File: src/rtl/sseg_if.sv
// Seven-segment display bus as seen by a snooping decoder: raw anode/segment lines in,
// recovered digit values and status out.
interface sseg_if #(
    parameter int NUM_DIGITS = 4
);
    logic [NUM_DIGITS-1:0]   an_n;
    logic [6:0]              seg;
    logic                    err_clr;
    logic [4*NUM_DIGITS-1:0] digits;
    logic [NUM_DIGITS-1:0]   digit_valid;
    logic                    update;
    logic                    err_bad_pattern;
    logic                    stale;

    modport master (
        output an_n, seg, err_clr,
        input  digits, digit_valid, update, err_bad_pattern, stale
    );

    modport slave (
        input  an_n, seg, err_clr,
        output digits, digit_valid, update, err_bad_pattern, stale
    );
endinterface

File: src/rtl/sseg_scan_decoder.sv
// Recovers hex digits from a multiplexed active-low seven-segment bus.
// Optional watchdog enabled by defining SSEG_RX_TIMEOUT_EN.
module sseg_scan_decoder #(
    parameter int NUM_DIGITS     = 4,
    parameter int SETTLE_CYCLES  = 16,
    parameter int MATCH_COUNT    = 3,
    parameter int TIMEOUT_CYCLES = 1000000
) (
    input logic   clk,
    input logic   rst,
    sseg_if.slave bus
);
    localparam int KW = (NUM_DIGITS > 1) ? $clog2(NUM_DIGITS) : 1;
    localparam int SW = $clog2(SETTLE_CYCLES);
    localparam int MW = $clog2(MATCH_COUNT + 1);

    localparam logic [1:0] ST_IDLE   = 2'd0;
    localparam logic [1:0] ST_SETTLE = 2'd1;
    localparam logic [1:0] ST_DONE   = 2'd2;

    localparam logic [1:0] CLS_HEX   = 2'd0;
    localparam logic [1:0] CLS_BLANK = 2'd1;
    localparam logic [1:0] CLS_BAD   = 2'd2;

    if (SETTLE_CYCLES < 2) begin : g_chk_settle
        $error("SETTLE_CYCLES must be >= 2");
    end
    if (MATCH_COUNT < 1) begin : g_chk_match
        $error("MATCH_COUNT must be >= 1");
    end
    if (TIMEOUT_CYCLES < 1) begin : g_chk_timeout
        $error("TIMEOUT_CYCLES must be >= 1");
    end

    // Sample class in [5:4], hex value in [3:0] (zero for blank/bad so whole-word compare works).
    function automatic logic [5:0] decode(input logic [6:0] s);
        case (s)
            7'h40: decode = {CLS_HEX, 4'h0};
            7'h79: decode = {CLS_HEX, 4'h1};
            7'h24: decode = {CLS_HEX, 4'h2};
            7'h30: decode = {CLS_HEX, 4'h3};
            7'h19: decode = {CLS_HEX, 4'h4};
            7'h12: decode = {CLS_HEX, 4'h5};
            7'h02: decode = {CLS_HEX, 4'h6};
            7'h78: decode = {CLS_HEX, 4'h7};
            7'h00: decode = {CLS_HEX, 4'h8};
            7'h18: decode = {CLS_HEX, 4'h9};
            7'h08: decode = {CLS_HEX, 4'hA};
            7'h03: decode = {CLS_HEX, 4'hB};
            7'h46: decode = {CLS_HEX, 4'hC};
            7'h21: decode = {CLS_HEX, 4'hD};
            7'h06: decode = {CLS_HEX, 4'hE};
            7'h0E: decode = {CLS_HEX, 4'hF};
            7'h7F: decode = {CLS_BLANK, 4'h0};
            default: decode = {CLS_BAD, 4'h0};
        endcase
    endfunction

    logic [NUM_DIGITS-1:0]           an_meta_q, an_sync_q;
    logic [6:0]                      seg_meta_q, seg_sync_q;
    logic [1:0]                      state_q, state_d;
    logic [NUM_DIGITS-1:0]           an_lat_q, an_lat_d;
    logic [KW-1:0]                   idx_q, idx_d;
    logic [SW-1:0]                   settle_q, settle_d;
    logic [NUM_DIGITS-1:0][5:0]      cand_q, cand_d;
    logic [NUM_DIGITS-1:0][MW-1:0]   match_q, match_d;
    logic                            pend_q, pend_d;
    logic [KW-1:0]                   pend_idx_q, pend_idx_d;
    logic [5:0]                      pend_cand_q, pend_cand_d;
    logic [4*NUM_DIGITS-1:0]         digits_q, digits_d;
    logic [NUM_DIGITS-1:0]           valid_q, valid_d;
    logic                            update_q, update_d;
    logic                            err_q, err_d;

    logic [NUM_DIGITS-1:0] an_low;
    logic                  one_low;
    logic [KW-1:0]         low_idx;
    logic                  an_changed;
    logic                  sample_en;
    logic [5:0]            samp;
    logic                  hit;
    logic [MW-1:0]         old_cnt, new_cnt;

`ifdef SSEG_RX_TIMEOUT_EN
    localparam int WDW = $clog2(TIMEOUT_CYCLES + 1);
    logic [WDW-1:0] wd_q, wd_d;
    logic           stale_q, stale_d;
`endif

    assign an_low     = ~an_sync_q;
    assign one_low    = (an_low != '0) && ((an_low & (an_low - NUM_DIGITS'(1))) == '0);
    assign an_changed = (an_sync_q != an_lat_q);
    assign sample_en  = (state_q == ST_SETTLE) && !an_changed &&
                        (settle_q == SW'(SETTLE_CYCLES - 1));
    assign samp       = decode(seg_sync_q);

    always_comb begin
        // NOTE: every variable gets a default first so no path through the block infers a latch.
        low_idx = '0;
        for (int i = 0; i < NUM_DIGITS; i++) begin
            if (!an_sync_q[i]) low_idx = KW'(i);
        end
    end

    // Scan FSM: one sample per anode visit, taken once the lines have been stable long enough.
    always_comb begin
        state_d  = state_q;
        an_lat_d = an_lat_q;
        idx_d    = idx_q;
        settle_d = settle_q;
        case (state_q)
            ST_IDLE: begin
                if (one_low) begin
                    an_lat_d = an_sync_q;
                    idx_d    = low_idx;
                    settle_d = '0;
                    state_d  = ST_SETTLE;
                end
            end
            ST_SETTLE: begin
                if (an_changed)     state_d  = ST_IDLE;
                else if (sample_en) state_d  = ST_DONE;
                else                settle_d = settle_q + SW'(1);
            end
            ST_DONE: begin
                if (an_changed) state_d = ST_IDLE;
            end
            default: state_d = ST_IDLE;
        endcase
    end

    always_comb begin
        cand_d      = cand_q;
        match_d     = match_q;
        pend_d      = 1'b0;
        pend_idx_d  = pend_idx_q;
        pend_cand_d = pend_cand_q;
        digits_d    = digits_q;
        valid_d     = valid_q;
        err_d       = err_q;
        hit         = (samp == cand_q[idx_q]);
        old_cnt     = match_q[idx_q];
        new_cnt     = MW'(1);
        if (hit) new_cnt = (old_cnt == MW'(MATCH_COUNT)) ? old_cnt : old_cnt + MW'(1);

        if (sample_en) begin
            cand_d[idx_q]  = samp;
            match_d[idx_q] = new_cnt;
            // Commit only on the transition into MATCH_COUNT, never while saturated.
            if (new_cnt == MW'(MATCH_COUNT) && (!hit || old_cnt != MW'(MATCH_COUNT))) begin
                pend_d      = 1'b1;
                pend_idx_d  = idx_q;
                pend_cand_d = samp;
            end
        end

        if (bus.err_clr) err_d = 1'b0;
        if (pend_q) begin
            if (pend_cand_q[5:4] == CLS_HEX) begin
                digits_d[4*pend_idx_q +: 4] = pend_cand_q[3:0];
                valid_d[pend_idx_q]         = 1'b1;
            end else begin
                valid_d[pend_idx_q] = 1'b0;
                if (pend_cand_q[5:4] == CLS_BAD) err_d = 1'b1;
            end
        end

`ifdef SSEG_RX_TIMEOUT_EN
        wd_d    = wd_q;
        stale_d = stale_q;
        if (sample_en) begin
            wd_d    = '0;
            stale_d = 1'b0;
        end else if (!stale_q) begin
            if (wd_q == WDW'(TIMEOUT_CYCLES - 1)) begin
                stale_d = 1'b1;
                valid_d = '0;
                // Restart match counting so a digit still on the panel recommits once scanning resumes.
                match_d = '0;
            end else begin
                wd_d = wd_q + WDW'(1);
            end
        end
`endif

        update_d = (digits_d != digits_q) || (valid_d != valid_q);
    end

    // NOTE: sequential state uses non-blocking assignments so every flop samples pre-edge values.
    always_ff @(posedge clk or posedge rst) begin
        if (rst) begin
            an_meta_q   <= '1;
            an_sync_q   <= '1;
            seg_meta_q  <= 7'h7F;
            seg_sync_q  <= 7'h7F;
            state_q     <= ST_IDLE;
            an_lat_q    <= '1;
            idx_q       <= '0;
            settle_q    <= '0;
            // NOTE: the per-digit candidate arrays are small register banks, not RAM, so they are reset.
            cand_q      <= '0;
            match_q     <= '0;
            pend_q      <= 1'b0;
            pend_idx_q  <= '0;
            pend_cand_q <= '0;
            digits_q    <= '0;
            valid_q     <= '0;
            update_q    <= 1'b0;
            err_q       <= 1'b0;
        end else begin
            an_meta_q   <= bus.an_n;
            an_sync_q   <= an_meta_q;
            seg_meta_q  <= bus.seg;
            seg_sync_q  <= seg_meta_q;
            state_q     <= state_d;
            an_lat_q    <= an_lat_d;
            idx_q       <= idx_d;
            settle_q    <= settle_d;
            cand_q      <= cand_d;
            match_q     <= match_d;
            pend_q      <= pend_d;
            pend_idx_q  <= pend_idx_d;
            pend_cand_q <= pend_cand_d;
            digits_q    <= digits_d;
            valid_q     <= valid_d;
            update_q    <= update_d;
            err_q       <= err_d;
        end
    end

`ifdef SSEG_RX_TIMEOUT_EN
    always_ff @(posedge clk or posedge rst) begin
        if (rst) begin
            wd_q    <= '0;
            stale_q <= 1'b0;
        end else begin
            wd_q    <= wd_d;
            stale_q <= stale_d;
        end
    end
    assign bus.stale = stale_q;
`else
    assign bus.stale = 1'b0;
`endif

    assign bus.digits          = digits_q;
    assign bus.digit_valid     = valid_q;
    assign bus.update          = update_q;
    assign bus.err_bad_pattern = err_q;
endmodule
File: src/flat_wrapper.sv
// flat-port wrapper written by rule: the top's interface ports become plain ports
module sseg_scan_decoder_flat 
#(
    parameter int NUM_DIGITS     = 4,
    parameter int SETTLE_CYCLES  = 16,
    parameter int MATCH_COUNT    = 3,
    parameter int TIMEOUT_CYCLES = 1000000
)
  (clk, rst, bus_an_n, bus_seg, bus_err_clr, bus_digits, bus_digit_valid, bus_update, bus_err_bad_pattern, bus_stale);
  sseg_if #(.NUM_DIGITS(NUM_DIGITS)) bus_i ();
  input logic clk;
  input logic rst;
  input wire logic [$bits(bus_i.an_n)-1:0] bus_an_n;
  input wire logic [$bits(bus_i.seg)-1:0] bus_seg;
  input wire logic [$bits(bus_i.err_clr)-1:0] bus_err_clr;
  output wire logic [$bits(bus_i.digits)-1:0] bus_digits;
  output wire logic [$bits(bus_i.digit_valid)-1:0] bus_digit_valid;
  output wire logic [$bits(bus_i.update)-1:0] bus_update;
  output wire logic [$bits(bus_i.err_bad_pattern)-1:0] bus_err_bad_pattern;
  output wire logic [$bits(bus_i.stale)-1:0] bus_stale;
  assign bus_i.an_n = bus_an_n;
  assign bus_i.seg = bus_seg;
  assign bus_i.err_clr = bus_err_clr;
  assign bus_digits = bus_i.digits;
  assign bus_digit_valid = bus_i.digit_valid;
  assign bus_update = bus_i.update;
  assign bus_err_bad_pattern = bus_i.err_bad_pattern;
  assign bus_stale = bus_i.stale;
  sseg_scan_decoder #(.NUM_DIGITS(NUM_DIGITS), .SETTLE_CYCLES(SETTLE_CYCLES), .MATCH_COUNT(MATCH_COUNT), .TIMEOUT_CYCLES(TIMEOUT_CYCLES)) u_core (.clk(clk), .rst(rst), .bus(bus_i));
endmodule
File: config.mk
export PLATFORM = sky130hd
export DESIGN_NAME = sseg_scan_decoder_flat
export DESIGN_NICKNAME = d
export VERILOG_FILES = /design/src/rtl/sseg_if.sv /design/src/rtl/sseg_scan_decoder.sv /design/src/flat_wrapper.sv
export SDC_FILE = /design/constraint.sdc
export NUM_CORES = 1
export LEC_CHECK = 0
export ABC_AREA = 1
export BUFFER_PORTS_ARGS = -buffer_cell sky130_fd_sc_hd__buf_2
export CAP_MARGIN = 10
export CORE_MARGIN = 4
export CORE_UTILIZATION = 54
export CTS_CLUSTER_DIAMETER = 40
export CTS_CLUSTER_SIZE = 20
export DETAILED_ROUTE_END_ITERATION = 12
export PLACE_DENSITY = 0.76
export SETUP_SLACK_MARGIN = 0.2
export SLEW_MARGIN = 10
export SYNTH_ARGS = -nofsm -noshare
export SYNTH_HDL_FRONTEND = slang
export SYNTH_SLANG_ARGS = --single-unit
File: constraint.sdc
create_clock -name clk -period 2.6 [get_ports clk]
set_input_delay 0.26 -clock clk [delete_from_list [all_inputs] [get_ports clk]]
set_output_delay 0.26 -clock clk [all_outputs]
set_load 0.1 [all_outputs]
# Word-level counts from Yosys, hierarchy flattened
# Index checks and enable logic that the tools add are counted.
# word_totals
wordCells	128
ff_bits	97
inputBits	14
output_inout_bits	23
# classes
mux	38
eq_ne	32
addsub	4
shifts	2
reduce_logical	20
bitwise_logic	5
n_lt_le_gt_ge	4
# op_table
op	n
$pmux W6 S17	1
$eq A7 B7 Y1 const B	5
$neg A4 Y34	1
$shift A4 B34 Y16 const A	1
$shiftx A4 B34 Y16	1
$mux W16	2
$bwmux W24	1
$eq A7 B5 Y1 const B	3
$eq A7 B6 Y1 const B	3
$mux W2	10
$mux W4	5
$bwmux W16	1
$ne A16 B16 Y1	1
$eq A7 B2 Y1 const B	2
$eq A7 B4 Y1 const B	2
$bmux W6 S2	1
$demux W6 S2	1
$mux W6	2
$and A4 B4 Y4	2
$bwmux W8	1
$eq A2 B2 Y1 const B	4
$mux W1	8
$ne A4 B4 Y1	2
$not A4 Y4	2
other kinds (29)	43

# Depth between registers and ports, before layout
# depth
word_depth	10
depth_mapped	16
mapped_depth_nobuf	15

# Worst setup path after synthesis
# OpenSTA, ideal clock, no wires.
# synth_timing
path_kind	register to register
from	reg u_core.pend_idx_q[0]
to	reg u_core.update_q, in the netlist u_core.bus.update
slack_ns	0.570
required_time_ns	2.474
n_path_buf	0
setup_time_ns	0.126
path_stages_with_launch	13
period_less_slack_ns	2.030
t_arrival_ns	1.904
cell_sequence	dfrtp_1 inv_1 ha_1 nand2_1 nor2_1 inv_1 nand2_1 nand2_1 xor2_1 nor2_1 nand3_1 nor2_1 nand3_1
# synth_via
elab_cells_between_ends	19
cone_classes	add/sub (1); order compare (2); eq/ne (2); shift (2); mux (7); bitwise (3); reduce/logical (2)
# synth_lines
element	line	source
from (decl)	sseg_scan_decoder.sv:68	logic [KW-1:0] pend_idx_q, pend_idx_d;
from (signal assigned)	sseg_scan_decoder.sv:222	pend_idx_q <= pend_idx_d;
$neg A4 Y34 (*)	sseg_scan_decoder.sv:160	digits_d[4*pend_idx_q +: 4] = pend_cand_q[3:0];
$shiftx A4 B34 Y16 / $shift A4 B34 Y16 (equally long branches)	sseg_scan_decoder.sv:160	
$bwmux W16 (*)	sseg_scan_decoder.sv:160	
$mux W16 (*)	sseg_scan_decoder.sv:159	if (pend_cand_q[5:4] == CLS_HEX) begin
$mux W16 (*)	sseg_scan_decoder.sv:158	if (pend_q) begin
named net u_core.digits_d[8]	sseg_scan_decoder.sv:70	logic [4*NUM_DIGITS-1:0] digits_q, digits_d;
$ne A16 B16 Y1 (*)	sseg_scan_decoder.sv:186	update_d = (digits_d != digits_q) || (valid_d != valid_q);
$logic_or A1 B1 Y1 (*)	sseg_scan_decoder.sv:186	
named net u_core.update_d	sseg_scan_decoder.sv:72	logic update_q, update_d;
to (signal assigned)	sseg_scan_decoder.sv:226	update_q <= update_d;
to (decl)	sseg_scan_decoder.sv:72	
# The timed path passes the listed nets; every way through them passes the cells marked *.
# A chain may end at the register's enable or synchronous reset.

# Worst setup path in the final report
# layout_timing
from	reg u_core.pend_idx_q[1]
to	reg u_core.update_q, in the netlist u_core.bus.update
# layout_via
elab_chain_len	10
elab_cells_between_ends	19
cone_classes	add/sub (1); order compare (2); eq/ne (2); shift (2); mux (7); bitwise (3); reduce/logical (2)
# layout_rtl
element	line
parallel branches: the longest is 9 deep, another holds $neg A4 Y34	--
$logic_or A1 B1 Y1 (*)	sseg_scan_decoder.sv:186
named net u_core.update_d	sseg_scan_decoder.sv:72
# Mark *: on every way through the listed nets, which the timed path passes.

==> summary.md <==
| Metric | Value |
|---|---|
| Outcome | `completed` |
| Worst-case register-to-register setup slack | `0.37 ns` |
| Clock-pin slew on the worst setup and hold paths | `0.10 ns` |
| Final std cells w/o fill | `805` |
| Async set or reset register ratio after synthesis | `100%` |
| Pins over their slew limit | `0` |
| Busiest layer in global routing | `met2` |
| Routability-driven placement congestion ratio | `0.922` |
| Worst slack at placement | `0.332 ns` |
| Cells taking the most area after synthesis | `sky130_fd_sc_hd__dfrtp_1 36%, sky130_fd_sc_hd__nand2_1 14%, sky130_fd_sc_hd__dfstp_2 14%` |
| R2r endpoint | `u_core.bus.update` |
| Start point of the critical path | `u_core.pend_idx_q[1]` |
| Biggest fanout along the worst timing path | `5` |
| Number of antenna violations at the first check in global routing | `0` |
| Placeable core region | `0.00876 mm²` |
| RSZ-0062 raised after global routing | `true` |
| Final hold slack | `0.0600 ns` |
| IR drop worst, VDD | `331 µV` |
| Area share of the largest cell type after synthesis | `36.2%` |
| Violation count after the first detailed-routing iteration | `157` |
| Maximum number of pins on one net before global-route repair | `71` |
| Post-Syn Area per Cell | `7.79 µm²` |
| Chip Height | `103 µm` |
| Final setup margin | `0.373 ns` |
| Reg2Reg Launch Point | `u_core.pend_idx_q[1]` |
| TNS Setup | `0 ns` |
| Effective utilization at floorplan | `56.0%` |
| Share of the yosys chip area belonging to registers | `50.1%` |
| # setup viols final | `0` |
| Required time at the worst-slack endpoint | `2.85 ns` |
| Sinks on the clock net | `97` |
| Maximum clock insertion buffer count | `2` |
| Routed wire per std cell | `12.7 µm` |
| Post-detail-place hpwl | `7540 µm` |
| Cells after Synth | `630` |
| Count of fill cells added during filler insertion | `753` |
| Total nets after synthesis | `650` |
| Sort of element at the end of the critical path | `flip-flop` |
| Met3 track utilization from global routing | `3.09%` |
| Die footprint | `0.0107 mm²` |
| Total GRT Usage | `20.2%` |
| Count of vias placed by the detailed router | `4,102` |
| First-pass iteration count of the detailed router | `4` |
| Number of top-level pins | `37` |
| Via count of the first global-routing pass | `3,872` |
| Number of rows in the core area | `34` |
| Number of failing hold endpoints at the final stage | `0` |
| Final period utilization | `85.7%` |
| Static Leakage | `2.89 nW` |
| Number of buffers added by the clock tree synthesis step | `9` |
| Share of cells above drive strength 1 | `18.7%` |
| Final #Nets | `712` |
| Max-slew headroom | `61.4%` |
| Commonest register cell after synthesis | `sky130_fd_sc_hd__dfrtp_1` |
| Post-detailed-routing wire length | `10,200 µm` |
| Worst setup SP type | `flip-flop` |
| Number of warning messages in the yosys log | `0` |
| CTS root buffer | `sky130_fd_sc_hd__clkbuf_8` |
| Congestion Overflow GR | `0` |
| Number of library cell types mapped by synthesis | `35` |
| Type of the worst setup path | `reg -> reg` |
| Post-layout minimum cycle time | `2.23 ns` |
| Pin slew with the least headroom to its limit | `0.578 ns` |
| Global-route wire length before repair | `17,100 µm` |
| Clk_skew | `0.0140 ns` |
| Commonest non-fill, non-tap cell in the layout | `sky130_fd_sc_hd__nand2_1` |
| Post-synth EDFFs | `0` |
| Clock insertion delay at the later pin of the skew report | `0.37 ns` |
| Highest achievable clock rate | `0.449 GHz` |
| Number of port buffers | `35` |
| GR met1 Demand/Resource | `26.4%` |
| Synthesis-to-layout area growth | `14.8%` |
| Worst reg2reg path depth | `13` |
| CTS tree | `yes` |
| Met2 demand-to-capacity share in global routing | `33.5%` |
| Netlist Area Pre-Place | `0.00491 mm²` |
| Ant diodes | `0` |
| Cell accounting for the most synthesized area | `sky130_fd_sc_hd__dfrtp_1` |
| Tightest Hold Check Type | `in -> reg` |
| Max-cap viol count | `0` |
| Pwr/cell area | `510 mW/mm²` |
| Final Power | `2.87 mW` |
| Remaining design rule violation count | `0` |
| CTS H-tree depth | `3` |
| Crit path to | `u_core.bus.update` |
| Average vias per placed instance | `5.10` |
| Antenna violation net count after detailed routing | `0` |
| Inst Count DP | `772` |
| Data arrival time of the critical path | `2.48 ns` |
| Flop and latch count out of synthesis | `97` |
| Die X | `103 µm` |
| Commonest cells after routing, fill and taps aside | `182 x sky130_fd_sc_hd__nand2_1, 81 x sky130_fd_sc_hd__nor2_1, 77 x sky130_fd_sc_hd__inv_1` |
-- area by class of cell --
class | instances | area, µm² | area share (%)
flip-flops and latches | 97 | 2460 | 43.7
clock inverters | 7 | 66.3 | 1.18
multi-input cells | 438 | 2120 | 37.7
inverters | 88 | 334 | 5.93
well taps | 108 | 135 | 2.40
repair buffers | 58 | 390 | 6.93
clock buffers | 9 | 124 | 2.20
-- logic make-up after synthesis --
| group | synth area share [%] |
|---|---|
| AOI/OAI and AO/OA | 8.13 |
| xor gates and xnor gates | 3.21 |
| adders and majority gates | 1.53 |
| buffers and inverters | 7.67 |
| DFF | 50.1 |
| other | 0.0764 |
| and+or+nand+nor | 29.3 |
-- critical path: stages (launching register included) --
cell and delay (ns):
sky130_fd_sc_hd__dfrtp_1 0.44, sky130_fd_sc_hd__inv_1 0.11, sky130_fd_sc_hd__ha_1 0.15, sky130_fd_sc_hd__nand2_1 0.07, sky130_fd_sc_hd__nor2_2 0.22, sky130_fd_sc_hd__inv_1 0.13
sky130_fd_sc_hd__nor2_1 0.23, sky130_fd_sc_hd__nand3_1 0.17, sky130_fd_sc_hd__nand3_1 0.11, sky130_fd_sc_hd__nand2_1 0.05, sky130_fd_sc_hd__nor2_1 0.12, sky130_fd_sc_hd__nand3_1 0.08
sky130_fd_sc_hd__nor2_1 0.14, sky130_fd_sc_hd__nand3_1 0.10
-- power by group --
group / switching [mW] / internal (mW)
Clock: 0.580 / 0.375
Sequential: 0.0528 / 1.58
Combinational: 0.194 / 0.0873
Total: 0.827 / 2.05
-- how the worst min path moves through the flow --
stage / startpoint / end / depth (start not counted)
after floorplan: bus_an_n[0] / u_core.an_meta_q[0] / 0
after global placement: rst / u_core.cand_q[16] / 2
after detailed placement: u_core.an_meta_q[1] / u_core.an_sync_q[1] / 0
after CTS: bus_err_clr / u_core.bus.err_bad_pattern / 2
after global routing: bus_err_clr / u_core.bus.err_bad_pattern / 2
final: bus_err_clr / u_core.bus.err_bad_pattern / 2
-- timing repair --
item | 4_1_cts | 5_1_grt
endpoints found under the hold margin | 24 | 0
hold buffers | 12 | 0
endpoints found under the setup margin | 0 | 16
buffers inserted | 0 | 4
gates resized for setup | 0 | 14
-- flip-flops by register name, indices dropped and copies added (netlist names) --
| signal | count |
|---|---|
| u_core.cand_q | 24 |
| u_core.bus.digits | 16 |
| u_core.match_q | 8 |
| u_core.seg_meta_q | 7 |
| u_core.seg_sync_q | 7 |
| u_core.pend_cand_q | 6 |
| u_core.an_lat_q | 4 |
| u_core.an_meta_q | 4 |
| u_core.an_sync_q | 4 |
| u_core.bus.digit_valid | 4 |
| u_core.settle_q | 4 |
| u_core.idx_q | 2 |
| u_core.pend_idx_q | 2 |
| u_core.state_q | 2 |
| u_core.bus.err_bad_pattern | 1 |
| u_core.bus.update | 1 |
| u_core.pend_q | 1 |
-- metrics by stage --
step | area, µm² | util [%]
CTS | 5550 | 63.3
detailed placement | 5240 | 59.8
global placement | 5240 | 59.8
finish | 5630 | 64.3
floorplan | 4910 | -
global route | 5630 | 64.3
-- synthesized netlist by cell type (4+ instances only) --
library cell              instances
sky130_fd_sc_hd__a21oi_1         13
sky130_fd_sc_hd__a31oi_1          7
sky130_fd_sc_hd__buf_2            4
sky130_fd_sc_hd__dfrtp_1         71
sky130_fd_sc_hd__dfstp_2         26
sky130_fd_sc_hd__ha_1             6
sky130_fd_sc_hd__inv_1           78
sky130_fd_sc_hd__inv_2           10
sky130_fd_sc_hd__nand2_1        183
sky130_fd_sc_hd__nand2_2          8
sky130_fd_sc_hd__nand3_1         40
sky130_fd_sc_hd__nor2_1          86
sky130_fd_sc_hd__nor2_2           6
sky130_fd_sc_hd__nor2_4           5
sky130_fd_sc_hd__o21ai_0         42
sky130_fd_sc_hd__xor2_1          18
-- metal layers --
metal	wire length (µm)	vias to the layer above
met5	0	-
met4	197	0
met3	408	19
met2	5070	85
met1	4570	1912
li1	-	2086
Note: power is estimated with default switching activity, not from simulation.
